[src/rtl/mult_8x8_seq.sv]
// Sequential 8x8 unsigned multiplier that time-shares a single 4x4 multiplier
// over four steps, producing one 16-bit product every five cycles at most.

module mult_4x4 (
    input  logic [3:0] x,
    input  logic [3:0] z,
    output logic [7:0] p
);

    // Combinational shift-and-add over the four multiplier bits.
    always_comb begin
        p = 8'h00;
        for (int i = 0; i < 4; i++) begin
            if (z[i]) begin
                p = p + ({4'h0, x} << i);
            end
        end
    end

endmodule

module mult_8x8_seq (
    input  logic        clk,
    input  logic        rst,
    input  logic        start,
    input  logic [7:0]  a,
    input  logic [7:0]  b,
    output logic        busy,
    output logic        done,
    output logic [15:0] y
);

    typedef enum logic [2:0] {
        IDLE,
        STEP0,
        STEP1,
        STEP2,
        STEP3
    } state_t;

    state_t      state;
    logic [7:0]  a_reg;
    logic [7:0]  b_reg;
    logic [15:0] acc;
    logic [3:0]  nib_a;
    logic [3:0]  nib_b;
    logic [7:0]  pp;
    logic [15:0] pp_shifted;
    logic [15:0] acc_next;

    // Each step picks one nibble pair of the captured operands.
    always_comb begin
        nib_a = a_reg[3:0];
        nib_b = b_reg[3:0];
        case (state)
            STEP1: begin
                nib_a = a_reg[7:4];
            end
            STEP2: begin
                nib_b = b_reg[7:4];
            end
            STEP3: begin
                nib_a = a_reg[7:4];
                nib_b = b_reg[7:4];
            end
            default: begin
                nib_a = a_reg[3:0];
                nib_b = b_reg[3:0];
            end
        endcase
    end

    mult_4x4 u_mult_4x4 (
        .x (nib_a),
        .z (nib_b),
        .p (pp)
    );

    // Place the partial product at its weight: 0, 4, 4 and 8 bits.
    always_comb begin
        pp_shifted = {8'h00, pp};
        case (state)
            STEP1, STEP2: pp_shifted = {4'h0, pp, 4'h0};
            STEP3:        pp_shifted = {pp, 8'h00};
            default:      pp_shifted = {8'h00, pp};
        endcase
    end

    assign acc_next = acc + pp_shifted;

    always_ff @(posedge clk or posedge rst) begin
        if (rst) begin
            state <= IDLE;
            a_reg <= 8'h00;
            b_reg <= 8'h00;
            acc   <= 16'h0000;
            busy  <= 1'b0;
            done  <= 1'b0;
            y     <= 16'h0000;
        end else begin
            done <= 1'b0;
            case (state)
                IDLE: begin
                    if (start) begin
                        a_reg <= a;
                        b_reg <= b;
                        acc   <= 16'h0000;
                        busy  <= 1'b1;
                        state <= STEP0;
                    end
                end
                STEP0: begin
                    acc   <= acc_next;
                    state <= STEP1;
                end
                STEP1: begin
                    acc   <= acc_next;
                    state <= STEP2;
                end
                STEP2: begin
                    acc   <= acc_next;
                    state <= STEP3;
                end
                STEP3: begin
                    // Final term goes straight into y; busy drops as done rises.
                    acc   <= acc_next;
                    y     <= acc_next;
                    busy  <= 1'b0;
                    done  <= 1'b1;
                    state <= IDLE;
                end
                default: begin
                    state <= IDLE;
                    busy  <= 1'b0;
                end
            endcase
        end
    end

endmodule

[config.mk]
export PLATFORM = sky130hd
export DESIGN_NAME = mult_8x8_seq
export DESIGN_NICKNAME = d
export VERILOG_FILES = /design/src/rtl/mult_8x8_seq.sv
export SDC_FILE = /design/constraint.sdc
export NUM_CORES = 1
export LEC_CHECK = 0
export BUFFER_PORTS_ARGS = -buffer_cell sky130_fd_sc_hd__buf_2
export CELL_PAD_IN_SITES_DETAIL_PLACEMENT = 0
export CELL_PAD_IN_SITES_GLOBAL_PLACEMENT = 1
export CORE_MARGIN = 10
export CORE_UTILIZATION = 45
export DETAILED_ROUTE_END_ITERATION = 10
export GPL_ROUTABILITY_DRIVEN = 0
export PLACE_DENSITY = 0.81
export SYNTH_ARGS = -nofsm -noshare
export SYNTH_HDL_FRONTEND = slang
export SYNTH_SLANG_ARGS = --single-unit
[constraint.sdc]
create_clock -name clk -period 18.5 [get_ports clk]
set_clock_uncertainty 0.2 [all_clocks]
set_input_delay 0.925 -clock clk [delete_from_list [all_inputs] [get_ports clk]]
set_output_delay 0.925 -clock clk [all_outputs]
set_load 0.005 [all_outputs]
# Yosys cells after proc, flatten, opt, wreduce, memory -nomap -nowiden
# Index checks and enable logic that the tools add are counted.
dict set report classes {
  eq_ne 5
  reduce_logical 10
  bitwise_logic 1
  add_sub_neg 4
  n_mux 14
}
# cell count
set op_table {}
lappend op_table {{16-bit one-hot mux with 2 select lines} 2}
lappend op_table {{8-bit 2-to-1 mux} 3}
lappend op_table {{16-bit adder} 1}
lappend op_table {{16-bit 2-to-1 mux} 1}
lappend op_table {{4-bit 2-to-1 mux} 3}
lappend op_table {{3-bit one-hot mux with 4 select lines} 1}
lappend op_table {{8-bit by 5-bit adder with 8-bit output} 1}
lappend op_table {{8-bit by 6-bit adder with 8-bit output} 1}
lappend op_table {{8-bit by 7-bit adder with 8-bit output} 1}
lappend op_table {{3-bit by 2-bit == test with 1-bit output, second input constant} 2}
lappend op_table {{2-bit AND reduction} 3}
lappend op_table {{2-bit OR reduction} 3}
lappend op_table {{4-bit OR reduction} 1}
lappend op_table {{3-bit by 1-bit == test with 1-bit output, second input constant} 1}
lappend op_table {{3-bit == test, second input constant} 1}
lappend op_table {{3-bit logical NOT} 1}
lappend op_table {{3-bit 2-to-1 mux} 1}
lappend op_table {{3-bit OR reduction} 1}
lappend op_table {{1-bit 2-to-1 mux} 2}
lappend op_table {{2-bit != test, second input constant} 1}
lappend op_table {{1-bit one-hot mux with 2 select lines} 1}
lappend op_table {{2-bit nonzero test} 1}
lappend op_table {{1-bit inverter} 1}
dict set report word_totals {
  elab_cells 41
  ff_bits 53
  out_inout_bits 18
  inputBits 19
}

# Logic depth before layout (Yosys ltp)
# Gate-level depths: netlist of run 1.
dict set report logic_depth {
  depth_word 13
  depth_mapped 33
  depth_no_buf 31
}

# Modules after synthesis
# From an unflattened synthesis of run 1, not the netlist that was laid out.
dict set report hier_totals {
  cells_unflattened 368
  hier_area_um2 3510.9
}
# module cells_per_inst area_per_inst_um2 seq_area_each_um2 instances
set modules_own_cells {}
lappend modules_own_cells {mult_8x8_seq 299 2947.8 1326.3 1}
lappend modules_own_cells {mult_4x4 69 563.0 0.0 1}

# Worst setup path before layout of run 1
# Ideal clock, no wire load.
dict set report synth_path {
  path_kind {flip-flop to flip-flop}
  start {reg state[2]}
  end {reg acc[15]}
  required_time_ns 18.172
  stages_incl_launch_ff 31
  period_less_slack_ns 6.388
  setup_time_ns 0.128
  setup_slack_ns 12.112
  n_path_buf 2
  arrival_ns 6.060
  cell_sequence {dfrtp_1 buf_6 inv_2 or3_1 buf_6 clkinv_8 or2_4 a21o_2 nor2_1 ha_1 fa_1 mux2_4 ha_1 fa_1 xnor2_1 o22ai_1 ha_1 a21o_1 a21oi_1 xor2_1 nor2_1 a21oi_1 o22ai_1 ha_1 a21oi_1 o21ai_0 or4_1 o221ai_1 xnor2_1 a21oi_1 o22ai_1}
}
dict set report synth_via {
  elab_chain_len 13
  word_cells_on_any_way 24
  classes_between {add/sub: 4; eq/ne: 5; mux: 8; reduce/logical: 7}
}
# item line_no
set synth_rtl {}
lappend synth_rtl {{start, declared} 41} ;# state_t state;
lappend synth_rtl {{start signal, assigned} 93} ;# state <= IDLE;
lappend synth_rtl {{start signal, assigned} 109} ;# state <= STEP0;
lappend synth_rtl {{start signal, assigned} 114} ;# state <= STEP1;
lappend synth_rtl {{3-bit by 2-bit == test with 1-bit output or 3-bit == test (tied branches)} {55, 82, 102}}
lappend synth_rtl {{2-bit OR reduction (no source line)} --}
lappend synth_rtl {{4-bit 2-to-1 mux} 55} ;# case (state)
lappend synth_rtl {{4-bit 2-to-1 mux} 14} ;# if (z[i]) begin
lappend synth_rtl {{8-bit by 5-bit adder with 8-bit output} 15} ;# p = p + ({4'h0, x} << i);
lappend synth_rtl {{8-bit 2-to-1 mux} 14}
lappend synth_rtl {{8-bit by 6-bit adder with 8-bit output} 15}
lappend synth_rtl {{8-bit 2-to-1 mux} 14}
lappend synth_rtl {{8-bit by 7-bit adder with 8-bit output} 15}
lappend synth_rtl {{8-bit 2-to-1 mux} 14}
lappend synth_rtl {{16-bit one-hot mux with 2 select lines} 82} ;# case (state)
lappend synth_rtl {{16-bit adder} 89} ;# assign acc_next = acc + pp_shifted;
lappend synth_rtl {{16-bit one-hot mux with 2 select lines} 102} ;# case (state)
lappend synth_rtl {{end signal, assigned} 113} ;# acc <= acc_next;
lappend synth_rtl {{end signal, assigned} 117} ;# acc <= acc_next;
lappend synth_rtl {{end signal, assigned} 121} ;# acc <= acc_next;
lappend synth_rtl {{end, declared} 44} ;# logic [15:0] acc;
# Several ways; a longest one is shown, not always the timed one.
# A chain may end at the register's enable or synchronous reset.

# Final worst setup path of run 1
# Ends and elaborated chain as after synthesis.

==> impl_metrics.ini, run 1 <==
[yosys]
syn_nets = 409
synthCells = 360
yosysMostFrequentCell = dfrtp_1
async_flop_share_pct = 100
synth_area_leader_cell = dfrtp_1
ys_ff_latch = 53
synth_seq_area_share_pct = 36.7
ys.flop_type = dfrtp_1
yosysTopAreaCellShare_pct = 36.7
synth_commonest_cells = 53 x dfrtp_1, 33 x nand2_1, 26 x ha_1
synth.area.top_cells = dfrtp_1 37%, ha_1 9.0%, mux2_2 6.9%, xnor2_1 3.9%, nand2_1 3.4%
synth_edf_count = 0
syn_avg_cell_area_um2 = 10.0
ys_warn_count = 0
synth_area_mm2 = 0.00361
yosysUniqueCellTypes = 61

[sta]
hold_viol = 0
worst_pin_slew_ps = 863
rsz0062_at_grt = no
post-route-period-util_pct = 40.2
max_freq_mhz = 135
slew_headroom_pct = 42.4
slew_viol_final = 0
fin_setup_tns_ps = 0
min_period_ps = 7430
setup_viol = 0

[floorplanning]
rows = 32
dieWidth_um = 110
io_pins = 37
die_area_mm2 = 0.0120
die_h_um = 110
start_util_pct = 46.5
core_area_mm2 = 0.00777

[finish]
register_area_mm2 = 0.00133
area_growth_pct = 9.49
drive_gt1_share_pct = 22.4
reg_top3 = acc x16, y x16
design_area_mm2 = 0.00396
nets = 441
n_fill_cell = 749
antenna_cells = 0
multi_input_area_mm2 = 0.00214

[critical_path]
r2r_end = acc[15]$_DFFE_PP0P_
path_class = register to register
worstPathArrival_ps = 7430
end_kind = register
critPathTopFamily = compound AO/OA/AOI/OAI gates
timing.rr.start = state[2]$_DFFE_PP0P_
reg2reg_depth = 29
slowest_delay_ps = 590
crit_path_end = acc[15]$_DFFE_PP0P_
crit_slowest_cell = dfrtp_1
cp.required_ps = 18500
cp-start-kind = register
rrSetupSlack_ps = 11070
crit_cells = 29
worst-path-buf-inv = 3
crit_fanout = 25
crit_start = state[2]$_DFFE_PP0P_

[route]
vias = 2673
drt_iter0_markers = 74
wirelength_mm = 7.98
detail_route.vias_per_cell = 5.40
ant_nets = 0
wl_per_cell_um = 16.1
drcViolationCount = 0
drt_pass1_iterations = 5

[run]
maxCapViolations = 0

[clocking]
path_clk_slew_ps = 100
cts_buffers = 5
clock-root-buffer = clkbuf_8
ctsHtreeMaxLevel = 2
clockBufferDepth = 2
cts_sinks = 53
holdBufCountCts = 0
cts_tree = yes
clock_latency_ps = 310
post_cts_resized = 0
postCtsSetupRepairBufs = 0

[placement]
dpl_cell_area_mm2 = 0.00387
io_buffer_count = 36
dp.final_hpwl_mm = 6.04

[global_routing]
antenna_found_initial = 0
grt_max_degree = 54
grt_usage_pct = 14.1
grt_pass1_vias = 2747
grt_first_pass_wirelength_mm = 13.7
grt-ovfl-total = 0

[hold_path]
min_path_type = register to register

[outcome]
status = finished clean
## worst min-delay path by stage
stage / startpoint / to / depth (start not counted)
floorplan: acc[10]$_DFFE_PP0P_ / acc[10]$_DFFE_PP0P_ / 2
global placement: y[5]$_DFFE_PP0P_ / y[5]$_DFFE_PP0P_ / 2
detailed placement: y[14]$_DFFE_PP0P_ / y[14]$_DFFE_PP0P_ / 2
CTS: y[14]$_DFFE_PP0P_ / y[14]$_DFFE_PP0P_ / 2
global route: y[5]$_DFFE_PP0P_ / y[5]$_DFFE_PP0P_ / 2
finish: y[5]$_DFFE_PP0P_ / y[5]$_DFFE_PP0P_ / 2
## area by class of cell
class	count	share of cell area, %
Clock buffer	6	1.83
Timing Repair Buffer	39	5.12
Inverter	16	1.83
Multi-Input combinational cell	277	54.1
Clock inverter	2	0.380
Tap cell	102	3.23
Sequential cell	53	33.5
## metrics by stage
step	hold WS (ps)	setup slack [ps]	std cells	util, %
after floorplan	256	12110	360	-
after global placement	257	11330	487	49.8
after detailed placement	265	11130	487	49.8
after CTS	289	11100	495	50.9
after global routing	310	10370	495	50.9
final	282	11070	495	50.9
## layer usage
layer  vias up  GRT usage, %  wire length [um]
li1       1360             -                 -
met5         -             0                 0
met1      1273          19.0              3910
met2        33          23.1              3690
met4         0          3.62                99
met3         7          2.46               283
## kinds of logic after synthesis
logic type	after synthesis	synth area share, %
mux	31	10.0
fa+ha+maj	30	11.2
simple gates	97	13.6
compound gates	96	18.8
xor+xnor	23	5.57
buf+inv	30	4.09
flops	53	36.7
## worst min-delay path, delay by kind of cell (launching register included)
| kind | cells | cell delay [ps] |
|---|---|---|
| and+or+nand+nor | 2 | 100 |
| DFF | 1 | 350 |
## placed cells by master, fill, tap and decap left out, types with 3 or more instances in the layout
| cell | netlist | routed |
|---|---|---|
| o22ai_1 | 4 | 4 |
| inv_1 | 14 | 13 |
| nand2_1 | 33 | 33 |
| xor2_1 | 7 | 7 |
| fa_1 | 4 | 4 |
| o21ai_0 | 22 | 22 |
| a21o_1 | 13 | 13 |
| a21oi_1 | 18 | 18 |
| buf_2 | 3 | 36 |
| mux2_2 | 22 | 22 |
| nand2b_1 | 4 | 4 |
| o21a_1 | 4 | 4 |
| a22o_1 | 9 | 9 |
| nor2b_1 | 10 | 10 |
| and2_1 | 5 | 5 |
| dfrtp_1 | 53 | 53 |
| nor3_1 | 8 | 8 |
| xnor2_1 | 16 | 16 |
| mux2_4 | 4 | 4 |
| clkbuf_8 | 0 | 5 |
| mux2i_1 | 4 | 4 |
| ha_1 | 26 | 26 |
| buf_4 | 1 | 3 |
| or3_1 | 3 | 3 |
| nor2_1 | 18 | 18 |
Power of run 1 is not shown: default switching activity piles up to over one toggle a cycle in this logic, so the estimate is an artifact.
==> inputs of run 2 (changes only) <==
Settings changed: CORE_UTILIZATION 45 to 42, PLACE_DENSITY 0.81 to 0.79.
Clock period 18.5 ns to 6.4 ns, I/O delays scaled along.
==> run 2 against run 1 <==
  * The flow now finishes with violations (negative hold slack)
  * Sequential cell count is the same
  * Cell count grew 15%
  * Hold slack lost 310 ps
  * Register-to-register slack lost 11000 ps
  * Die area grew 5.8%
  * Non-clock buffer count grew 69
  * Global-route usage shrank 0.23 points
  * Sequential share of layout area shrank 6.4 points
  * Utilization grew 8.0 points
  * Critical endpoint is now y[12]$_DFFE_PP0P_
  * Largest cell class unchanged
  * Highest routed layer unchanged
==> impl_metrics.ini, run 2 (synthesis results as in run 1) <==
[sta]
hold_ws_ps = -28.4
slew_viol_final = 0
hold_viol = 28
post-route-period-util_pct = 98.9
rsz0062_at_grt = yes
slew_headroom_pct = 43.4
min_period_ps = 6330
setup_viol = 0
worst_pin_slew_ps = 825
max_freq_mhz = 158

[hold_path]
min_path_type = input port to async pin

[route]
drt_pass1_iterations = 6
drcViolationCount = 0
wirelength_mm = 9.19
ant_nets = 0
drt_iter0_markers = 139
detail_route.vias_per_cell = 5.42
wl_per_cell_um = 16.2
vias = 3075

[clocking]
clock-root-buffer = clkbuf_8
clock_latency_ps = 310
clockBufferDepth = 2
path_clk_slew_ps = 100
cts_sinks = 53
holdBufCountCts = 0
cts_tree = yes
ctsHtreeMaxLevel = 2
cts_buffers = 5

[finish]
final_common_cell = buf_4
nets = 510
drive_gt1_share_pct = 46.3
reg_top3 = acc x16, y x16
final_cell_mix = 68 x buf_4, 53 x dfrtp_1, 36 x buf_2, 30 x nand2_1, 21 x mux2_2
area_growth_pct = 35.3
antenna_cells = 0

[placement]
io_buffer_count = 36
dp.final_hpwl_mm = 6.48

[outcome]
violations = negative hold slack
status = complete, but fails checks

[floorplanning]
die_h_um = 113
io_pins = 37
core_area_mm2 = 0.00830
dieWidth_um = 113
die_area_mm2 = 0.0127
rows = 33
start_util_pct = 43.5

[critical_path]
crit_slowest_cell = fa_2
worstPathArrival_ps = 6340
path_class = register to register
r2r_end = y[12]$_DFFE_PP0P_
cp-start-kind = register
cp.required_ps = 6410
crit_fanout = 4
rrSetupSlack_ps = 70
slowest_delay_ps = 410
reg2reg_depth = 26
cpMostUsedCell = fa_2
timing.rr.start = state[1]$_DFFE_PP0P_
end_kind = register

[global_routing]
grt_pass1_vias = 3155
grt_usage_pct = 13.9
grt-ovfl-total = 0
grt_max_degree = 54
grt_first_pass_wirelength_mm = 15.1
antenna_found_initial = 0

[run]
maxCapViolations = 0
## run 2: changes by cell type in the layout (fill, tap and decap cells not counted), moves of 5 or more
| cell | before | now |
|---|---|---|
| a21oi_2 | 1 | 13 |
| o21ai_0 | 22 | 15 |
| xnor2_1 | 16 | 11 |
| buf_4 | 3 | 68 |
| a21oi_1 | 18 | 5 |
| ha_4 | 0 | 8 |
| ha_1 | 26 | 18 |
## run 2: how the worst max path moves through the flow
| stage | startpoint | end | slack, ps | cells past startpoint |
|---|---|---|---|---|
| final | state[1]$_DFFE_PP0P_ | y[12]$_DFFE_PP0P_ | 70 | 26 |
| after global routing | state[2]$_DFFE_PP0P_ | y[12]$_DFFE_PP0P_ | -170 | 31 |
| after CTS | state[2]$_DFFE_PP0P_ | acc[12]$_DFFE_PP0P_ | 6 | 29 |
| after detailed placement | state[1]$_DFFE_PP0P_ | acc[15]$_DFFE_PP0P_ | -390 | 30 |
| after global placement | state[1]$_DFFE_PP0P_ | acc[15]$_DFFE_PP0P_ | -240 | 30 |
| after floorplan | state[2]$_DFFE_PP0P_ | acc[15]$_DFFE_PP0P_ | 10 | 30 |
## run 2: per-stage QoR
stage / cells / util [%] / setup WS, ps / instance area (um2) / TNS (ps)
global route: 567 / 58.9 / -171 / 4890 / -830
detailed placement: 537 / 50.9 / -388 / 4230 / -2660
CTS: 554 / 53.7 / 6.17 / 4460 / 0
floorplan: 360 / - / 12.2 / 3610 / 0
finish: 567 / 58.9 / 73.3 / 4890 / 0
global placement: 537 / 50.9 / -240 / 4230 / -1170
## run 2: cell type report
type / instances / area, um2
fill: 702 / 3410
multi-input combinational: 277 / 2530
tap: 105 / 131
inverter: 16 / 72.6
clock inverter: 3 / 21.3
sequential: 53 / 1330
clock buffer: 5 / 68.8
timing repair buffer: 108 / 736
## run 2: metal layers
metal	vias up	routed length, um	GRT usage, %	share of wire, %
met2	53	4560	23.0	50
met5	-	0	0	0
met3	7	300	2.48	3.3
met4	0	68	3.47	0.74
li1	1491	-	-	-
met1	1524	4270	18.3	46
## run 2: timing repair
item	4_1_cts	5_1_grt
setup endpoints to repair	12	18
pin swaps	7	42
buffers inserted	9	13
hold endpoints to repair	0	0
resized for setup	16	67
## run 2: critical path: cells and delay by family, from the launching register on
family | cells | cell delay [ps]
adders and majority gates | 6 | 1870
AOI/OAI and AO/OA | 7 | 1420
and+or+nand+nor | 5 | 1060
muxes | 2 | 600
buffers and inverters | 4 | 410
DFF | 1 | 390
xor gates and xnor gates | 2 | 290
Power of run 2 is left out for the same reason.
